$ cat src/rtl/decoder_command_scheduler_if.sv
// ============================================================================
// Module      : decoder_command_scheduler_if
// Description : Command, frame-progress and engine handshake bundle between
//               the decoder top level and the post-decode command scheduler.
// Revision    : 1.0 - initial release
// ============================================================================
`default_nettype none

interface decoder_command_scheduler_if #(
    parameter int BLOCK_COUNT_WIDTH = 11
);
    logic                         cmd_valid;
    logic [15:0]                  command;
    logic                         cmd_ready;
    logic                         new_frame;
    logic                         block_done;
    logic                         histogram_generated;
    logic                         CDF_generated;
    logic                         cdf_start;
    logic                         op_start;
    logic [5:0]                   op_sel;
    logic                         op_done;
    logic                         cmd_done;
    logic                         cmd_error;
    logic                         frame_complete;
    logic [BLOCK_COUNT_WIDTH-1:0] block_count;

    // Decoder / requester side.
    modport master (
        output cmd_valid, command, new_frame, block_done,
               histogram_generated, CDF_generated, op_done,
        input  cmd_ready, cdf_start, op_start, op_sel, cmd_done, cmd_error,
               frame_complete, block_count
    );

    // Scheduler side.
    modport slave (
        input  cmd_valid, command, new_frame, block_done,
               histogram_generated, CDF_generated, op_done,
        output cmd_ready, cdf_start, op_start, op_sel, cmd_done, cmd_error,
               frame_complete, block_count
    );
endinterface

`default_nettype wire

$ cat src/rtl/decoder_command_scheduler.sv
// ============================================================================
// Module      : decoder_command_scheduler
// Description : Sequences post-decode image operations: tracks frame progress,
//               waits for prerequisites and issues one-hot engine starts.
//               Optional watchdog enabled by defining SCHED_TIMEOUT_EN.
// Revision    : 1.0 - initial release
// ============================================================================
`default_nettype none

module decoder_command_scheduler #(
    parameter int IMAGE_WIDTH       = 320,
    parameter int IMAGE_HEIGHT      = 240,
    parameter int TABLE_EDGE_SIZE   = 8,
    parameter int TOTAL_BLOCKS      = (IMAGE_WIDTH/TABLE_EDGE_SIZE)*(IMAGE_HEIGHT/TABLE_EDGE_SIZE),
    parameter int BLOCK_COUNT_WIDTH = $clog2(TOTAL_BLOCKS+1),
    parameter int TIMEOUT_CYCLES    = 65535
) (
    input  wire logic                    clk,
    input  wire logic                    rst,
    decoder_command_scheduler_if.slave   bus
);

    localparam logic [2:0] c_IDLE        = 3'd0;
    localparam logic [2:0] c_WAIT_PREREQ = 3'd1;
    localparam logic [2:0] c_WAIT_CDF    = 3'd2;
    localparam logic [2:0] c_RUN         = 3'd3;
    localparam logic [2:0] c_DONE        = 3'd4;

    localparam logic [BLOCK_COUNT_WIDTH-1:0] c_TOTAL      = BLOCK_COUNT_WIDTH'(TOTAL_BLOCKS);
    localparam logic [BLOCK_COUNT_WIDTH-1:0] c_TOTAL_LAST = BLOCK_COUNT_WIDTH'(TOTAL_BLOCKS - 1);

    logic [2:0]                   r_state;
    logic [5:0]                   r_op_sel;
    logic                         r_op_start;
    logic                         r_cmd_error;
    logic [BLOCK_COUNT_WIDTH-1:0] r_block_count;
    logic                         r_frame_complete;

    logic [5:0]                   w_dec_sel;
    logic                         w_known;
    logic                         w_needs_hist;
    logic                         w_needs_cdf;
    logic                         w_prereq_met;
    logic                         w_timeout;

    // ------------------------------------------------------------------
    // Frame progress: saturating block counter, independent of the FSM.
    // ------------------------------------------------------------------
    always_ff @(posedge clk) begin
        if (!rst) begin
            r_block_count    <= '0;
            r_frame_complete <= 1'b0;
        end else if (bus.new_frame) begin
            r_block_count    <= '0;
            r_frame_complete <= 1'b0;
        end else if (bus.block_done && (r_block_count != c_TOTAL)) begin
            r_block_count <= r_block_count + 1'b1;
            if (r_block_count == c_TOTAL_LAST) begin
                r_frame_complete <= 1'b1;
            end
        end
    end

    // ------------------------------------------------------------------
    // Command decode to one-hot engine select.
    // ------------------------------------------------------------------
    always_comb begin
        w_known   = 1'b1;
        w_dec_sel = 6'b000000;
        case (bus.command)
            16'hA010: w_dec_sel = 6'b000001;
            16'hA020: w_dec_sel = 6'b000010;
            16'hA030: w_dec_sel = 6'b000100;
            16'hA040: w_dec_sel = 6'b001000;
            16'hA050: w_dec_sel = 6'b010000;
            16'hA060: w_dec_sel = 6'b100000;
            default:  w_known   = 1'b0;
        endcase
    end

    // Histogram statistics and equalization both depend on the histogram;
    // only equalization also needs the CDF.
    assign w_needs_hist = r_op_sel[3] | r_op_sel[4];
    assign w_needs_cdf  = r_op_sel[4];
    assign w_prereq_met = r_frame_complete && (!w_needs_hist || bus.histogram_generated);

`ifdef SCHED_TIMEOUT_EN
    localparam int c_WDOG_W = $clog2(TIMEOUT_CYCLES + 1);
    localparam logic [c_WDOG_W-1:0] c_WDOG_LAST = c_WDOG_W'(TIMEOUT_CYCLES - 1);

    logic [c_WDOG_W-1:0] r_wdog;
    logic                w_wdog_active;
    logic                w_enter_run;

    assign w_wdog_active = (r_state == c_WAIT_CDF) || (r_state == c_RUN);
    assign w_enter_run   = (r_state == c_WAIT_CDF) && bus.CDF_generated;
    assign w_timeout     = w_wdog_active && (r_wdog == c_WDOG_LAST);

    // Held at zero outside the guarded states so every entry starts clean;
    // the WAIT_CDF to RUN hop restarts it explicitly.
    always_ff @(posedge clk) begin
        if (!rst) begin
            r_wdog <= '0;
        end else if (!w_wdog_active || w_enter_run || w_timeout) begin
            r_wdog <= '0;
        end else begin
            r_wdog <= r_wdog + 1'b1;
        end
    end
`else
    assign w_timeout = 1'b0;
`endif

    // ------------------------------------------------------------------
    // Command sequencing FSM.
    // ------------------------------------------------------------------
    always_ff @(posedge clk) begin
        if (!rst) begin
            r_state     <= c_IDLE;
            r_op_sel    <= '0;
            r_op_start  <= 1'b0;
            r_cmd_error <= 1'b0;
        end else begin
            r_op_start  <= 1'b0;
            r_cmd_error <= 1'b0;
            case (r_state)
                c_IDLE: begin
                    if (bus.cmd_valid) begin
                        if (w_known) begin
                            r_op_sel <= w_dec_sel;
                            r_state  <= c_WAIT_PREREQ;
                        end else begin
                            r_cmd_error <= 1'b1;
                        end
                    end
                end
                c_WAIT_PREREQ: begin
                    if (w_prereq_met) begin
                        if (w_needs_cdf) begin
                            r_state <= c_WAIT_CDF;
                        end else begin
                            r_state    <= c_RUN;
                            r_op_start <= 1'b1;
                        end
                    end
                end
                c_WAIT_CDF: begin
                    if (bus.CDF_generated) begin
                        r_state    <= c_RUN;
                        r_op_start <= 1'b1;
                    end
                end
                c_RUN: begin
                    if (bus.op_done) begin
                        r_op_sel <= '0;
                        r_state  <= c_DONE;
                    end
                end
                c_DONE: begin
                    r_state <= c_IDLE;
                end
                default: begin
                    r_op_sel <= '0;
                    r_state  <= c_IDLE;
                end
            endcase

            // Watchdog expiry overrides any transition taken this cycle.
            if (w_timeout) begin
                r_state     <= c_IDLE;
                r_op_sel    <= '0;
                r_op_start  <= 1'b0;
                r_cmd_error <= 1'b1;
            end
        end
    end

    assign bus.cmd_ready      = (r_state == c_IDLE);
    assign bus.cdf_start      = (r_state == c_WAIT_CDF);
    assign bus.cmd_done       = (r_state == c_DONE);
    assign bus.op_start       = r_op_start;
    assign bus.op_sel         = r_op_sel;
    assign bus.cmd_error      = r_cmd_error;
    assign bus.frame_complete = r_frame_complete;
    assign bus.block_count    = r_block_count;

endmodule

`default_nettype wire

$ cat src/flat_wrapper.sv
// flat-port wrapper written by rule: the top's interface ports become plain ports
module decoder_command_scheduler_flat 
#(
    parameter int IMAGE_WIDTH       = 320,
    parameter int IMAGE_HEIGHT      = 240,
    parameter int TABLE_EDGE_SIZE   = 8,
    parameter int TOTAL_BLOCKS      = (IMAGE_WIDTH/TABLE_EDGE_SIZE)*(IMAGE_HEIGHT/TABLE_EDGE_SIZE),
    parameter int BLOCK_COUNT_WIDTH = $clog2(TOTAL_BLOCKS+1),
    parameter int TIMEOUT_CYCLES    = 65535
)
  (clk, rst, bus_cmd_valid, bus_command, bus_new_frame, bus_block_done, bus_histogram_generated, bus_CDF_generated, bus_op_done, bus_cmd_ready, bus_cdf_start, bus_op_start, bus_op_sel, bus_cmd_done, bus_cmd_error, bus_frame_complete, bus_block_count);
  decoder_command_scheduler_if #(.BLOCK_COUNT_WIDTH(BLOCK_COUNT_WIDTH)) bus_i ();
  input  wire logic clk;
  input  wire logic rst;
  input wire logic [$bits(bus_i.cmd_valid)-1:0] bus_cmd_valid;
  input wire logic [$bits(bus_i.command)-1:0] bus_command;
  input wire logic [$bits(bus_i.new_frame)-1:0] bus_new_frame;
  input wire logic [$bits(bus_i.block_done)-1:0] bus_block_done;
  input wire logic [$bits(bus_i.histogram_generated)-1:0] bus_histogram_generated;
  input wire logic [$bits(bus_i.CDF_generated)-1:0] bus_CDF_generated;
  input wire logic [$bits(bus_i.op_done)-1:0] bus_op_done;
  output wire logic [$bits(bus_i.cmd_ready)-1:0] bus_cmd_ready;
  output wire logic [$bits(bus_i.cdf_start)-1:0] bus_cdf_start;
  output wire logic [$bits(bus_i.op_start)-1:0] bus_op_start;
  output wire logic [$bits(bus_i.op_sel)-1:0] bus_op_sel;
  output wire logic [$bits(bus_i.cmd_done)-1:0] bus_cmd_done;
  output wire logic [$bits(bus_i.cmd_error)-1:0] bus_cmd_error;
  output wire logic [$bits(bus_i.frame_complete)-1:0] bus_frame_complete;
  output wire logic [$bits(bus_i.block_count)-1:0] bus_block_count;
  assign bus_i.cmd_valid = bus_cmd_valid;
  assign bus_i.command = bus_command;
  assign bus_i.new_frame = bus_new_frame;
  assign bus_i.block_done = bus_block_done;
  assign bus_i.histogram_generated = bus_histogram_generated;
  assign bus_i.CDF_generated = bus_CDF_generated;
  assign bus_i.op_done = bus_op_done;
  assign bus_cmd_ready = bus_i.cmd_ready;
  assign bus_cdf_start = bus_i.cdf_start;
  assign bus_op_start = bus_i.op_start;
  assign bus_op_sel = bus_i.op_sel;
  assign bus_cmd_done = bus_i.cmd_done;
  assign bus_cmd_error = bus_i.cmd_error;
  assign bus_frame_complete = bus_i.frame_complete;
  assign bus_block_count = bus_i.block_count;
  decoder_command_scheduler #(.IMAGE_WIDTH(IMAGE_WIDTH), .IMAGE_HEIGHT(IMAGE_HEIGHT), .TABLE_EDGE_SIZE(TABLE_EDGE_SIZE), .TOTAL_BLOCKS(TOTAL_BLOCKS), .BLOCK_COUNT_WIDTH(BLOCK_COUNT_WIDTH), .TIMEOUT_CYCLES(TIMEOUT_CYCLES)) u_core (.clk(clk), .rst(rst), .bus(bus_i));
endmodule
$ cat config.mk
export PLATFORM = sky130hd
export DESIGN_NAME = decoder_command_scheduler_flat
export DESIGN_NICKNAME = d
export VERILOG_FILES = /design/src/rtl/decoder_command_scheduler_if.sv /design/src/rtl/decoder_command_scheduler.sv /design/src/flat_wrapper.sv
export SDC_FILE = /design/constraint.sdc
export NUM_CORES = 1
export LEC_CHECK = 0
export CAP_MARGIN = 20
export CELL_PAD_IN_SITES_DETAIL_PLACEMENT = 0
export CELL_PAD_IN_SITES_GLOBAL_PLACEMENT = 2
export CORE_ASPECT_RATIO = 0.9
export CORE_MARGIN = 4
export CORE_UTILIZATION = 24
export CTS_CLUSTER_SIZE = 40
export DETAILED_ROUTE_END_ITERATION = 12
export GPL_TIMING_DRIVEN = 1
export PLACE_DENSITY_LB_ADDON = 0.05
export SLEW_MARGIN = 5
export SYNTH_ARGS = -nofsm -noshare
export SYNTH_HDL_FRONTEND = slang
export SYNTH_SLANG_ARGS = --single-unit
$ cat constraint.sdc
create_clock -name clk -period 2.09 [get_ports clk]
set_clock_uncertainty 0.05 [all_clocks]
set_input_delay 0.627 -clock clk [delete_from_list [all_inputs] [get_ports clk]]
set_output_delay 0.627 -clock clk [all_outputs]
set_load 0.01 [all_outputs]
# Word-level counts from Yosys, hierarchy flattened
# Cells that the tools add are included.
op_classes:
  n_reduce_logical: 12
  bitwise_logic: 3
  n_eq_ne: 17
  add_sub_neg: 1
  mux: 18
ops:
  columns: ["op", "count"]
  rows:
  - ["$eq 16x16->1 const B", 6]
  - ["$pmux 6 s6", 1]
  - ["$mux 6", 3]
  - ["$pmux 6 s3", 1]
  - ["$mux 3", 5]
  - ["$pmux 3 s4", 1]
  - ["$add 11x1->11 const B", 1]
  - ["$eq 11x11->1 const B", 1]
  - ["$ne 11x11->1 const B", 1]
  - ["$eq 3x2->1 const B", 2]
  - ["$mux 1", 6]
  - ["$ne 2x2->1 const B", 3]
  - ["$reduce_or 6->1", 1]
  - ["$reduce_and 5->1", 1]
  - ["$ne 2x1->1 const B", 2]
  - ["$reduce_and 4->1", 1]
  - ["$eq 3x1->1 const B", 1]
  - ["$eq 3x3->1 const B", 1]
  - ["$logic_not 3->1", 1]
  - ["$reduce_and 3->1", 1]
  - ["$reduce_or 3->1", 1]
  - ["$logic_and 1x1->1", 2]
  - ["$not 1->1", 2]
  - ["$pmux 1 s2", 1]
  - ["other kinds (5)", 5]
word_totals:
  register_bits: 23
  out_inout_bits: 23
  in_bits: 24

# Logic depth before layout (Yosys ltp)
depth:
  word_depth: 6
  depth_mapped: 6
  ltp_nobuf: 6

# Least setup slack after synthesis
# OpenSTA, ideal clock, no wires.
synth_path:
  path_type: "input to register"
  startpoint: "input port bus_command[1]"
  endpoint: "register u_core.r_op_sel[4], in the netlist u_core.bus.op_sel[4]"
  t_required_ps: 1968
  t_arrival_ps: 1751
  setup_slack_ps: 218
  stages: 5
  setup_time_ps: 72
  path_buffers: 1
  cell_sequence: "nor4_1 -> and4_1 -> clkbuf_2 -> or3b_2 -> mux2i_1"
synth_between:
  elab_chain_len: 5
  word_cells_on_any_way: 14
  cone_classes: "7 x eq/ne; 5 x mux; 2 x reduce/logical"
synth_lines:
  columns: ["item", "line", "rtl"]
  rows:
  - ["start: declaration", "flat_wrapper.sv:16", "input wire logic [$bits(bus_i.command)-1:0] bus_command;"]
  - ["$eq 16x16->1", "decoder_command_scheduler.sv:70", "case (bus.command)"]
  - ["$pmux 6 s6 / $reduce_or 6->1 (equally long branches)", null, null]
  - ["$mux 6 / $mux 1 (equally long branches)", "decoder_command_scheduler.sv:129, decoder_command_scheduler.sv:70", null]
  - ["$mux 6 / $ne 2x1->1 (equally long branches)", null, null]
  - ["$pmux 6 s3 / $reduce_and 4->1 (equally long branches)", null, null]
  - ["end signal: assignment", "decoder_command_scheduler.sv:130", "r_op_sel <= w_dec_sel;"]
  - ["end: declaration", "decoder_command_scheduler.sv:33", "logic [5:0] r_op_sel;"]
# Parallel ways exist; a longest one is shown, timed or not. The select of a mux whose other input is x is not followed.
# A chain may end at the register's enable or synchronous reset.

# Final worst setup path
layout_path:
  startpoint: "input port bus_cmd_valid"
  endpoint: "register u_core.r_op_sel[0], in the netlist u_core.bus.op_sel[0]"
layout_between:
  elab_chain_len: 2
layout_lines:
  columns: ["item", "line", "rtl"]
  rows:
  - ["start: declaration", "flat_wrapper.sv:15", "input wire logic [$bits(bus_i.cmd_valid)-1:0] bus_cmd_valid;"]
  - ["$ne 2x2->1 (no line)", null, null]
  - ["$reduce_and 4->1 (no line)", null, null]
# Every way passes these cells.

==> flow_summary.yaml <==
timing:
  worst-slew-pin-transition_ps: 477
  grt_setup_unrepaired: "false"
  clock.fmax_ghz: 0.499
  post-route-period-util_pct: 96.0
  final.min_clock_period_ps: 2010
  relSlewSlack_pct: 68.2
  finalSetupViolCount: 0
  report.final.hold_viol_count: 0
  final-max-slew-violation-count: 0
floorplan:
  die-width_um: 83.0
  boundaryPins: 47
  core_area_um2: 4860
  die-area_um2: 6270
  die_y_um: 75.5
  floorplan.initialDensity_pct: 25.0
  rows: 24
layout:
  antennaDiodeCount: 0
  layout-drive-gt1-share_pct: 16.3
  finish.utilization_pct: 39.5
  count_of_nets_after_finishing: 223
  synthToLayoutAreaGrowth_pct: 58.0
route:
  detail_route.iter0.violations: 39
  viasPerCell: 4.52
  post-route-drc-count: 0
  drt-pass1-iter-count: 4
  drt.antenna.violating_nets: 0
  postRouteWirelength_mm: 3.21
  post_drt_wl_per_cell_um: 12.3
  dr_total_vias: 1180
power:
  power.density_cell_area_nw_per_um2: 428
  vdd_ir_drop_max_uv: 282
  cellInternalPower_w: 0.000641
  fraction_of_power_consumed_by_combinational_cells_pct: 12.7
  share_clk_of_total_power_pct: 33.6
  sequentialPowerShare_pct: 53.7
  p_total_w: 0.000822
  power.net_switching_w: 0.000181
  p_leak_nw: 0.696
  power.switching_fraction_pct: 22.1
worst_setup_path:
  critical_path.cell_chain: "clkdlybuf4s50_1 -> or4b_1 -> nand3_1 -> o311a_2 -> mux2i_1"
  timing.critical_path.required_ps: 2230
  worst_r2r_endpoint: "u_core.bus.block_count[1]"
  cp_num_buf_inv: 1
  reg2reg_setup_slack_ps: 230
  crit_family: "simple AND/OR/NAND/NOR gates"
  setup.worst_path.end_class: "register"
  slowest_delay_ps: 480
  setup.worst_path.start: "bus_cmd_valid"
  cpMaxStageDelayCell: "clkdlybuf4s50_1"
  setup.worst_path.start_class: "input port"
  timing.critical_path.arrival_ps: 2150
  critical_path.reg2reg.startpoint: "u_core.bus.block_count[0]"
  start_to_end_type_of_the_worst_setup_path: "in2reg"
  worst-r2r-cell-count: 7
  worstPathMaxFanout: 6
synth:
  synth_top_area_share_pct: 37.9
  yosys-top-cells-area: "dfxtp_1 38%, mux2i_1 5.8%, nor2_1 4.6%, nand2_1 3.7%, nand3_1 3.3%"
  synthesis.area_per_instance_um2: 8.80
  synth_async_sr_flop_share_pct: 0
  yosysSeqAreaShare_pct: 37.9
  synth.net_count: 164
  synth_warnings: 0
  register_bit_total_from_synthesis: 23
  yosysMostFrequentCell: "dfxtp_1"
  synth_edf_count: 0
  netlist_top_cells_count: "23 x dfxtp_1, 15 x nor2_1, 12 x nand2_1"
  netlist.top_cell.by_area: "dfxtp_1"
  netlist-cell-type-count: 39
  count_of_mapped_cells_out_of_synthesis: 138
  area_of_the_mapped_netlist_um2: 1210
  synthFlopType: "dfxtp_1"
global_routing:
  grt_start_max_net_pins: 14
  wire_length_of_the_first_global_routing_pass_mm: 5.22
  remaining_overflow_grt: 0
  grt_antenna_before_repair: 0
  all_layer_gr_usage_pct: 10.3
  grt_pass1_vias: 1141
place:
  estimated_wirelength_of_the_detail_placed_design_mm: 2.54
  placement.io_buffers: 46
  gpl.final_weighted_congestion: 0.686
min_path:
  min_to: "u_core.bus.op_sel[0]"
  timing.hold.worst.class: "reg2reg"
  whs_path_depth: 2
  hold_path_startpoint: "u_core.bus.op_sel[0]"
cts:
  post_cts_hold_buffer_count: 0
  cts_tree: "yes"
  path_clk_slew_ps: 80
  htreeDepth: 1
  clock_tree.root_cell: "clkbuf_8"
  clk_latency_ps: 260
  clockBufferDepth: 2
  cts_sinks: 23
  cts_made_buffers: 3
outcome:
  run_status: "finished clean"
job:
  drv.max_cap_violation_count: 0
## state kept, by name, summed over array words and instances, names as in the netlist
register,count
u_core.bus.cmd_error,1
u_core.bus.op_start,1
u_core.bus.op_sel,6
u_core.r_state,3
u_core.bus.block_count,11
u_core.bus.frame_complete,1
## cell families (layout without fill, tap and decap cells)
family                     count (synthesis)  in the layout  synth area share [%]
adders and majority gates                  2              2                  2.06
muxes                                      7              7                  5.77
and+or+nand+nor                           73             73                  34.3
buffers and inverters                      9             67                  3.91
AOI/OAI and AO/OA                         16             16                  10.3
xor gates and xnor gates                   8              8                  5.77
DFF                                       23             23                  37.9
## per-stage QoR
step	setup slack [ps]	hold slack (ps)	setup TNS (ps)	instances	cell area, µm²
after global placement	-289	397	-1810	256	1820
final	84.2	414	0	261	1920
after detailed placement	-324	395	-2000	256	1820
after floorplan	218	429	0	138	1210
after global routing	29.0	446	0	261	1920
after CTS	10.9	417	0	260	1870
## worst min-delay path, delay by kind of cell (launching register included)
kind	cells	cell delay, ps
mux	1	60
flops	1	310
simple gates	1	50
## power groups by stage
stage	sequential (W)	clock, W	combinational, W
after CTS	0.000442	0.000300	0.000100
after floorplan	0.000453	0	0.0000289
after global placement	0.000452	0	0.0000990
after global routing	0.000442	0.000316	0.000113
after detailed placement	0.000452	0	0.0000995
final	0.000442	0.000276	0.000104
## per-layer routing
layer | up-vias | global-route usage [%] | wire (µm)
li1 | 614 | - | -
met1 | 527 | 13.0 | 1580
met2 | 37 | 17.4 | 1400
met3 | 2 | 3.68 | 212
met4 | 0 | 2.18 | 23
met5 | - | 0 | 0
## cell usage in the layout (no fill, tap or decap), types with 3 or more instances in the layout
master / count
nor2_1: 15
buf_4: 14
nand2b_1: 4
nand2_1: 12
o21ai_0: 4
nand4_1: 5
dfxtp_1: 21
mux2i_1: 7
nor3b_1: 3
clkdlybuf4s50_1: 42
clkbuf_8: 3
inv_1: 3
xor2_1: 4
a21oi_1: 5
xnor2_1: 4
nand3_1: 8
nor3_1: 4
## repair_timing
item / in CTS / in global routing
pin swaps: 0 / 2
endpoints found under the setup margin: 9 / 6
buffers inserted: 0 / 1
endpoints found under the hold margin: 0 / 0
resized for setup: 6 / 10
## layout make-up
cell class / count / area [µm²]
clock inverter: 1 / 5.00
timing repair buffer: 60 / 568
fill: 518 / 2950
inverter: 3 / 11.3
sequential: 23 / 463
multi-input combinational: 106 / 749
tap: 65 / 81.3
clock buffer: 3 / 41.3
## worst max-delay path by stage
stage / to / slack [ps] / depth (start not counted)
4_1_cts: u_core.bus.op_sel[4] / 10 / 5
2_1_floorplan: u_core.bus.op_sel[4] / 220 / 5
6_report: u_core.bus.op_sel[0] / 80 / 5
3_5_place_dp: u_core.bus.op_sel[0] / -320 / 5
3_3_place_gp: u_core.bus.op_sel[0] / -290 / 5
5_1_grt: u_core.bus.op_sel[0] / 30 / 5
Power figures use the tool's default switching activity.
